File: config.mk
export PLATFORM = sky130hd
export DESIGN_NAME = multicycle_ctrl
export DESIGN_NICKNAME = d
export VERILOG_FILES = /design/src/rtl/ctrl_pkg.sv /design/src/rtl/insn_class_dec.sv /design/src/rtl/multicycle_ctrl.sv
export SDC_FILE = /design/constraint.sdc
export NUM_CORES = 1
export LEC_CHECK = 0
export CORE_MARGIN = 5
export CORE_UTILIZATION = 33
export DETAILED_ROUTE_END_ITERATION = 7
export PLACE_DENSITY_LB_ADDON = 0.15
export SYNTH_ARGS = -nofsm -noshare
export SYNTH_HDL_FRONTEND = slang
export SYNTH_HIERARCHICAL = 1
export SYNTH_SLANG_ARGS = --single-unit
File: constraint.sdc
create_clock -name clk -period 1.2 [get_ports clk]
set_input_delay 0.24 -clock clk [delete_from_list [all_inputs] [get_ports clk]]
set_output_delay 0.24 -clock clk [all_outputs]
set_load 0.01 [all_outputs]
File: src/rtl/ctrl_pkg.sv
// Shared types and constants for the multi-cycle sequencing controller:
// FSM state encoding, opcode values, ALU operation classes, instruction classes.
package ctrl_pkg;

    typedef enum logic [2:0] {
        S_BOOT   = 3'd0,
        S_FETCH  = 3'd1,
        S_DECODE = 3'd2,
        S_EXEC   = 3'd3,
        S_MEM    = 3'd4,
        S_WB     = 3'd5,
        S_TRAP   = 3'd7
    } state_t;

    typedef enum logic [2:0] {
        CLS_R      = 3'd0,
        CLS_I      = 3'd1,
        CLS_LOAD   = 3'd2,
        CLS_STORE  = 3'd3,
        CLS_BRANCH = 3'd4
    } insn_cls_t;

    localparam logic [6:0] OPC_R      = 7'b0110011;
    localparam logic [6:0] OPC_I      = 7'b0010011;
    localparam logic [6:0] OPC_LOAD   = 7'b0000011;
    localparam logic [6:0] OPC_STORE  = 7'b0100011;
    localparam logic [6:0] OPC_BRANCH = 7'b1100011;

    localparam logic [1:0] ALU_OP_ADDR  = 2'b00;
    localparam logic [1:0] ALU_OP_BR    = 2'b01;
    localparam logic [1:0] ALU_OP_FUNCT = 2'b10;

endpackage

File: src/rtl/insn_class_dec.sv
// Purpose: map a 7-bit opcode onto an instruction class plus an illegal flag.
// Latency: purely combinational, zero cycles.
// Backpressure: none; output follows opcode continuously.
module insn_class_dec
    import ctrl_pkg::*;
(
    input  logic [6:0] opcode,
    output insn_cls_t  cls,
    output logic       illegal
);

    always_comb begin
        cls     = CLS_R;
        illegal = 1'b0;
        case (opcode)
            OPC_R:      cls = CLS_R;
            OPC_I:      cls = CLS_I;
            OPC_LOAD:   cls = CLS_LOAD;
            OPC_STORE:  cls = CLS_STORE;
            OPC_BRANCH: cls = CLS_BRANCH;
            default:    illegal = 1'b1;
        endcase
    end

endmodule

File: src/rtl/multicycle_ctrl.sv
// Purpose: multi-cycle FETCH/DECODE/EXEC/MEM/WB sequencer for a shared ALU and memory port.
// Latency: R/I/STORE 4, LOAD 5, BRANCH 3 cycles with zero-wait memory; +1 per wait cycle.
// Backpressure: mem_req held until mem_ack; optional ACK_TIMEOUT watchdog traps; CTRL_PERF_CNT_EN adds counters.
module multicycle_ctrl
    import ctrl_pkg::*;
#(
    parameter int OPC_W       = 7,
    parameter int ACK_TIMEOUT = 0
) (
    input  logic             clk,
    input  logic             rst_n,
    input  logic [OPC_W-1:0] opcode,
    input  logic             zero,
    input  logic             mem_ack,
    output logic             mem_req,
    output logic             mem_we,
    output logic             ir_write,
    output logic             pc_write,
    output logic             pc_src,
    output logic             reg_write,
    output logic             mem_to_reg,
    output logic [1:0]       alu_op,
    output logic             alu_src,
    output logic             trap,
`ifdef CTRL_PERF_CNT_EN
    output logic [31:0]      cycle_cnt,
    output logic [31:0]      instret_cnt,
`endif
    output logic [2:0]       state_o
);

    state_t    state, state_nxt;
    insn_cls_t cls_q, cls_dec;
    logic      illegal;
    logic      wd_expired;

    // Opcode field is the RV32 7-bit major opcode; OPC_W is expected to stay 7.
    insn_class_dec u_dec (
        .opcode  (opcode),
        .cls     (cls_dec),
        .illegal (illegal)
    );

    always_ff @(posedge clk or negedge rst_n) begin
        if (!rst_n) begin
            state <= S_BOOT;
            cls_q <= CLS_R;
        end else begin
            state <= state_nxt;
            if (state == S_DECODE) cls_q <= cls_dec;
        end
    end

    always_comb begin
        state_nxt  = state;
        mem_req    = 1'b0;
        mem_we     = 1'b0;
        ir_write   = 1'b0;
        pc_write   = 1'b0;
        pc_src     = 1'b0;
        reg_write  = 1'b0;
        mem_to_reg = 1'b0;
        alu_op     = ALU_OP_ADDR;
        alu_src    = 1'b0;
        trap       = 1'b0;
        case (state)
            S_BOOT: state_nxt = S_FETCH;
            S_FETCH: begin
                mem_req = 1'b1;
                if (mem_ack) begin
                    ir_write  = 1'b1;
                    pc_write  = 1'b1;
                    state_nxt = S_DECODE;
                end else if (wd_expired) begin
                    state_nxt = S_TRAP;
                end
            end
            S_DECODE: state_nxt = illegal ? S_TRAP : S_EXEC;
            S_EXEC: begin
                case (cls_q)
                    CLS_R: begin
                        alu_op    = ALU_OP_FUNCT;
                        state_nxt = S_WB;
                    end
                    CLS_I: begin
                        alu_op    = ALU_OP_FUNCT;
                        alu_src   = 1'b1;
                        state_nxt = S_WB;
                    end
                    CLS_LOAD, CLS_STORE: begin
                        alu_op    = ALU_OP_ADDR;
                        alu_src   = 1'b1;
                        state_nxt = S_MEM;
                    end
                    CLS_BRANCH: begin
                        alu_op    = ALU_OP_BR;
                        pc_src    = 1'b1;
                        pc_write  = zero;
                        state_nxt = S_FETCH;
                    end
                    default: state_nxt = S_TRAP;
                endcase
            end
            S_MEM: begin
                mem_req = 1'b1;
                mem_we  = (cls_q == CLS_STORE);
                if (mem_ack) begin
                    state_nxt = (cls_q == CLS_LOAD) ? S_WB : S_FETCH;
                end else if (wd_expired) begin
                    state_nxt = S_TRAP;
                end
            end
            S_WB: begin
                reg_write  = 1'b1;
                mem_to_reg = (cls_q == CLS_LOAD);
                state_nxt  = S_FETCH;
            end
            S_TRAP: trap = 1'b1;
            default: state_nxt = S_TRAP;
        endcase
    end

    assign state_o = state;

    generate
        if (ACK_TIMEOUT > 0) begin : g_wd
            localparam logic [31:0] WD_LAST = 32'(ACK_TIMEOUT - 1);
            logic [31:0] wd_cnt;
            logic        wait_cyc;

            // Derived from state rather than mem_req to keep the FSM block free of feedback.
            assign wait_cyc   = ((state == S_FETCH) || (state == S_MEM)) && !mem_ack;
            assign wd_expired = wait_cyc && (wd_cnt == WD_LAST);

            always_ff @(posedge clk or negedge rst_n) begin
                if (!rst_n) begin
                    wd_cnt <= '0;
                end else if (wait_cyc && (state_nxt == state)) begin
                    wd_cnt <= wd_cnt + 32'd1;
                end else begin
                    wd_cnt <= '0;
                end
            end
        end else begin : g_no_wd
            assign wd_expired = 1'b0;
        end
    endgenerate

`ifdef CTRL_PERF_CNT_EN
    logic insn_done;

    assign insn_done = (state == S_WB)
                    || ((state == S_MEM) && (cls_q == CLS_STORE) && mem_ack)
                    || ((state == S_EXEC) && (cls_q == CLS_BRANCH));

    always_ff @(posedge clk or negedge rst_n) begin
        if (!rst_n) begin
            cycle_cnt   <= '0;
            instret_cnt <= '0;
        end else begin
            if ((state != S_BOOT) && (state != S_TRAP)) cycle_cnt <= cycle_cnt + 32'd1;
            if (insn_done) instret_cnt <= instret_cnt + 32'd1;
        end
    end
`endif

endmodule
After elaboration in Yosys (flattened, before gate mapping)
Cells that the tools add are included.
- equality and inequality tests: 17
- muxes and demuxes: 22
- bitwise logic cells: 1
- reduce and logical (&&, ||, !) cells: 9
- operators with widths (kind ; number):
    case mux 3 bit (6 select lines) ; 1
    == test 7 x 6 -> 1 bit, second input constant ; 2
    == test 3 x 2 -> 1 bit, second input constant ; 4
    == test 3 bit, second input constant ; 4
    two-way mux 1 bit ; 12
    two-way mux 3 bit ; 4
    case mux 3 bit (4 select lines) ; 1
    case mux 3 bit (3 select lines) ; 1
    OR reduction 2 bit ; 4
    == test 7 x 2 -> 1 bit, second input constant ; 1
    == test 7 x 5 -> 1 bit, second input constant ; 1
    == test 7 bit, second input constant ; 1
    == test 3 x 1 -> 1 bit, second input constant ; 2
    logical NOT 3 bit ; 2
    OR reduction 5 bit ; 1
    inequality test 2 bit, second input constant ; 2
    case mux 2 bit (2 select lines) ; 1
    AND reduction 3 bit ; 1
    OR reduction 3 bit ; 1
    two-way mux 2 bit ; 1
    case mux 1 bit (2 select lines) ; 1
    NOT 1 bit ; 1
- flip-flop bits (word level): 6
- word-level logic and storage cells: 51

Logic depth before layout (Yosys ltp)
- depth in word-level cells: 4
- depth in mapped cells: 4
- mapped depth without buffers: 4

Hierarchy
The synthesis kept the hierarchy.
- modules (own cells, without submodules) (module ; instances ; cells each ; area each (sq um) ; sequential area each (sq um)):
    multicycle_ctrl ; 1 ; 40 ; 401.6 ; 150.1
    insn_class_dec ; 1 ; 9 ; 63.8 ; 0.0

Worst setup path after synthesis
No wires, ideal clock.
- path kind: register to output
- from: reg state[2], in the netlist state_o[2]
- to: out pc_write
- arrival time: 1.149 ns
- required time: 0.960 ns
- path slack: -0.189 ns
- cell stages (with the launch flop): 4
- cells stage by stage: dfrtp_1 nand2b_2 nor3b_2 a21o_1
- cells in the longest elaborated chain, start to end: 2
- elaborated cells on any way between the ends: 3
- classes of those cells: eq/ne (2); mux (1)
- ends and longest elaborated chain (item ; line ; text):
    from (decl) ; multicycle_ctrl.sv:32 ; state_t state, state_nxt;
    from (signal assigned) ; multicycle_ctrl.sv:49 ; state <= state_nxt;
    == test 3 x 2 -> 1 bit / == test 3 x 1 -> 1 bit (equally long branches) ; multicycle_ctrl.sv:66 ; case (state)
    case mux 1 bit (2 select lines) * ; multicycle_ctrl.sv:66 ;
    to (decl) ; multicycle_ctrl.sv:18 ; output logic pc_write,
Mark *: on every way between the ends. The rest lies on a longest branch, timed or not.

Final worst setup path
- from: reg cls_q[1]
- to: out pc_write
- cells in the longest elaborated chain, start to end: 3
- ends and longest elaborated chain (item ; line ; text):
    from (decl) ; multicycle_ctrl.sv:33 ; insn_cls_t cls_q, cls_dec;
    from (signal assigned) ; multicycle_ctrl.sv:50 ; if (state == S_DECODE) cls_q <= cls_dec;
    == test 3 bit ; multicycle_ctrl.sv:80 ; case (cls_q)
    two-way mux 1 bit ; multicycle_ctrl.sv:80 ;
    case mux 1 bit (2 select lines) ; multicycle_ctrl.sv:66 ;
No other way between the ends.

==> impl_results.html <==
<table>
<tr><th>Metric</th><th>Value</th></tr>
<tr><th colspan="2">Logic synthesis</th></tr>
<tr><td>Synth top area share</td><td>between 30% and 40%</td></tr>
<tr><td>Cell area after technology mapping</td><td>around 470 µm²</td></tr>
<tr><td>Post-synthesis adder-cell area fraction</td><td>0%</td></tr>
<tr><td>Dominant cell type by area after synthesis</td><td>sky130_fd_sc_hd__dfrtp_1</td></tr>
<tr><td>Share of the yosys chip area belonging to registers</td><td>32.3%</td></tr>
<tr><td>Most area-consuming cells after synthesis</td><td>sky130_fd_sc_hd__dfrtp_1, sky130_fd_sc_hd__nor3_1, sky130_fd_sc_hd__mux2_2, sky130_fd_sc_hd__and3_1, sky130_fd_sc_hd__nor2b_1</td></tr>
<tr><td>Synthesized-area fraction occupied by xor and xnor cells</td><td>under 10%</td></tr>
<tr><td>Most instantiated flip-flop cell in the synthesis netlist</td><td>sky130_fd_sc_hd__dfrtp_1</td></tr>
<tr><td>Simple-gate share of the synthesized area</td><td>39.5%</td></tr>
<tr><td>Synthesized instance count</td><td>a little under 50</td></tr>
<tr><td>Mapped Avg Cell Area</td><td>about 9.5 µm²</td></tr>
<tr><td>Post-synthesis mux area share</td><td>9.41%</td></tr>
<tr><td>Ys async rst share</td><td>100%</td></tr>
<tr><td>Warning count from the yosys run</td><td>6</td></tr>
<tr><td>Synthesized Nets</td><td>60</td></tr>
<tr><td>Number of distinct library cells after synthesis</td><td>31</td></tr>
<tr><td>#FFs+latches synth</td><td>6</td></tr>
<tr><td>Largest family of logic cells by synthesized area</td><td>simple AND/OR/NAND/NOR gates</td></tr>
<tr><td>EDFF count, synth</td><td>0</td></tr>
<tr><td>Compound-Gate Fraction of Synth Area</td><td>approximately an eighth</td></tr>
<tr><th colspan="2">Critical path</th></tr>
<tr><td>Maximum fanout count along the critical path</td><td>3</td></tr>
<tr><td>Endpoint arrival time on the critical path</td><td>between 1 and 1.5 ns</td></tr>
<tr><td>Startpoint-to-endpoint class of the critical path</td><td>register to output pin</td></tr>
<tr><td>Endpoint class of the critical path</td><td>output pin</td></tr>
<tr><td>Worst-case register-to-register setup slack</td><td>-0.30 ns</td></tr>
<tr><td>Worst setup SP type</td><td>register</td></tr>
<tr><td>Data required time at the worst endpoint</td><td>roughly 0.96 ns</td></tr>
<tr><th colspan="2">Global routing</th></tr>
<tr><td>Antenna violations before repair</td><td>0</td></tr>
<tr><td>Remaining global-route overflow</td><td>0</td></tr>
<tr><td>Total GRT Usage</td><td>about 16%</td></tr>
<tr><td>Pin count of the biggest net entering global routing</td><td>7</td></tr>
<tr><td>Number of global-route vias before repair</td><td>~530</td></tr>
<tr><td>Wire length of the first global-routing pass</td><td>roughly 2500 µm</td></tr>
<tr><th colspan="2">Power and ir drop</th></tr>
<tr><td>Leakage Power</td><td>between 0.4 and 0.5 nW</td></tr>
<tr><td>Tot Pwr</td><td>0.462 mW</td></tr>
<tr><td>Maximum vdd ir drop</td><td>between 0.0004 and 0.0005 V</td></tr>
<tr><td>P per Cell Area</td><td>approximately 470 nW/µm²</td></tr>
<tr><th colspan="2">Place</th></tr>
<tr><td>Half-perimeter wire length of the detailed placement result</td><td>~1200 µm</td></tr>
<tr><td>Count of input and output buffers</td><td>24</td></tr>
<tr><td>Post-Place Worst Slack</td><td>-0.595 ns</td></tr>
<tr><td>Final RePlAce weighted congestion</td><td>between 0.7 and 0.8</td></tr>
<tr><th colspan="2">CTS</th></tr>
<tr><td>CTS tree</td><td>yes</td></tr>
<tr><td># H-tree levels</td><td>1</td></tr>
<tr><td>Clock root buffer</td><td>sky130_fd_sc_hd__clkbuf_4</td></tr>
<tr><td>Latest clock arrival within the worst-skew pair</td><td>~0.24 ns</td></tr>
<tr><td>Number of buffers inserted during clock tree synthesis</td><td>3</td></tr>
<tr><td>Clk slew on worst S/H paths</td><td>roughly 0.050 ns</td></tr>
<tr><td>CTS sink cnt</td><td>6</td></tr>
<tr><td>Max Buffers Root-to-Sink</td><td>2</td></tr>
<tr><th colspan="2">STA</th></tr>
<tr><td>Count of final setup violators</td><td>19</td></tr>
<tr><td>Pins Over Slew Limit</td><td>0</td></tr>
<tr><td>Final cycle utilization of the critical path</td><td>134%</td></tr>
<tr><td>Final hold violations</td><td>0</td></tr>
<tr><td>Worst slew margin</td><td>between 80% and 90%</td></tr>
<tr><td>Shortest clock period the worst path allows after layout</td><td>roughly 1.6 ns</td></tr>
<tr><td>RSZ-0062 raised after global routing</td><td>true</td></tr>
<tr><td>Worst Skew</td><td>about 0.0035 ns</td></tr>
<tr><td>Achievable clock frequency</td><td>about 620 MHz</td></tr>
<tr><td>Slew of the pin with the lowest slew margin</td><td>0.271 ns</td></tr>
<tr><td>Worst setup margin</td><td>-0.411 ns</td></tr>
<tr><th colspan="2">Flow run</th></tr>
<tr><td>Number of maximum-capacitance violations</td><td>0</td></tr>
<tr><th colspan="2">Detailed routing</th></tr>
<tr><td>Average detailed-routed wire length per instance</td><td>approximately 14 µm</td></tr>
<tr><td>Count of vias placed by the detailed router</td><td>about 580</td></tr>
<tr><td>TritonRoute pass-1 iters</td><td>3</td></tr>
<tr><td>Residual DRC</td><td>0</td></tr>
<tr><td>Number of routed nets with antenna violations</td><td>0</td></tr>
<tr><td>Routed wire length</td><td>between 1500 and 2000 µm</td></tr>
<tr><td>Detailed-route vias per instance</td><td>4.92</td></tr>
<tr><td>Number of design-rule violations left by the first detailed-router iteration</td><td>9</td></tr>
<tr><th colspan="2">Outcome</th></tr>
<tr><td>Failing checks</td><td>setup timing</td></tr>
<tr><td>Outcome</td><td>finished with violations</td></tr>
<tr><th colspan="2">Floorplanning</th></tr>
<tr><td>Io pins</td><td>25</td></tr>
<tr><td>Count of standard-cell rows</td><td>13</td></tr>
<tr><td>Core box area</td><td>around 1300 µm²</td></tr>
<tr><td>Die area</td><td>around 2300 µm²</td></tr>
<tr><td>Width of the chip</td><td>47.6 µm</td></tr>
<tr><td>Die boundary height</td><td>47.6 µm</td></tr>
<tr><td>Effective utilization at floorplan</td><td>a little over a third</td></tr>
<tr><th colspan="2">Layout</th></tr>
<tr><td>Top library cells by usage in the layout, fill and taps aside</td><td>sky130_fd_sc_hd__buf_6, sky130_fd_sc_hd__buf_4, sky130_fd_sc_hd__buf_2</td></tr>
<tr><td>Number of nets in the layout</td><td>114</td></tr>
<tr><td>Final standard cell utilization of the core</td><td>around three quarters</td></tr>
<tr><td>Layout cell share with drive strength beyond 1</td><td>61.8%</td></tr>
<tr><td>Number of antenna repair diodes</td><td>0</td></tr>
<tr><td>Area delta synth-&gt;final</td><td>113%</td></tr>
<tr><td>Filler cell count</td><td>94</td></tr>
<tr><th colspan="2">Worst hold path</th></tr>
<tr><td>Type of the worst min-delay path</td><td>input pin to asynchronous set/reset pin</td></tr>
</table>
[repair_timing]
| item | CTS | global route |
|---|---|---|
| pin swaps | 10 | 7 |
| buffers inserted | 5 | 4 |
| hold buffers | 0 | 0 |
| endpoints found under the hold margin | 0 | 0 |
| setup endpoints to repair | 19 | 20 |
| gates resized for setup | 81 | 8 |
[worst max-delay path, cell delays in order, from the launching register on]
cell                      delay [ns]
sky130_fd_sc_hd__dfrtp_1        0.36
sky130_fd_sc_hd__or3b_4         0.43
sky130_fd_sc_hd__nor2_4         0.11
sky130_fd_sc_hd__a21o_1         0.11
sky130_fd_sc_hd__buf_2          0.12
[worst paths after layout]
check                               from          to  cells past startpoint
worst max register to register  cls_q[1]  state_o[2]                      7
min in group clk                cls_q[0]    cls_q[0]                      2
worst min register to register  cls_q[0]    cls_q[0]                      2
worst min-delay path               rst_n  state_o[1]                      1
worst max-delay path            cls_q[1]    pc_write                      4
max in group asynchronous          rst_n  state_o[2]                      1
[stage by stage]
| step | TNS [ns] | hold WS, ns | cell area (µm²) | instances |
|---|---|---|---|---|
| after floorplan | -0.558 | -0.0556 | 483 | 49 |
| after global placement | -6.46 | 0.481 | 866 | 105 |
| after detailed placement | -6.60 | 0.487 | 866 | 105 |
| after CTS | -4.32 | 0.223 | 937 | 114 |
| after global routing | -6.62 | 0.221 | 993 | 117 |
| final | -5.27 | 0.228 | 993 | 117 |
[area by class of cell]
cell class / count / area (µm²) / share of cell area (%)
inverters: 2 / 7.51 / 0.756
repair buffers: 50 / 418 / 42.1
well taps: 15 / 18.8 / 1.89
flip-flops and latches: 6 / 151 / 15.2
multi-input cells: 40 / 372 / 37.4
clock buffers: 4 / 26.3 / 2.64
[synth_stat cells (all sizes together), types with 2 or more instances]
cell,instances
nor2b,3
nor2,3
dfrtp,6
mux2,3
and3,3
nor3,6
inv,2
nand2b,3
a21oi,2
o21ai,2
[flip-flops by register name (all words and copies together) (netlist names)]
name and flops:
state_o 3, cls_q 3
[power by group]
part / total [mW] / internal (mW) / switching [mW]
registers: 0.203 / 0.203 / 0
logic: 0.0625 / 0.0414 / 0.0211
clock network: 0.197 / 0.126 / 0.0711
total: 0.462 / 0.370 / 0.0923
[cell families (layout without fill, tap and decap cells)]
logic type,Yosys count,in the layout
xor gates and xnor gates,1,1
and+or+nand+nor,26,26
AOI/OAI and AO/OA,9,9
buffers and inverters,3,56
DFF,6,6
muxes,4,4
[routing by layer]
layer | vias to the layer above | part of all wire [%] | track usage (%)
met1 | 276 | 44 | 20.7
met2 | 10 | 51 | 26.7
met3 | 0 | 4.5 | 2.63
li1 | 290 | - | -
met4 | 0 | 0 | 8.06
met5 | - | 0 | 0
Note: power is estimated with default switching activity, not from simulation.
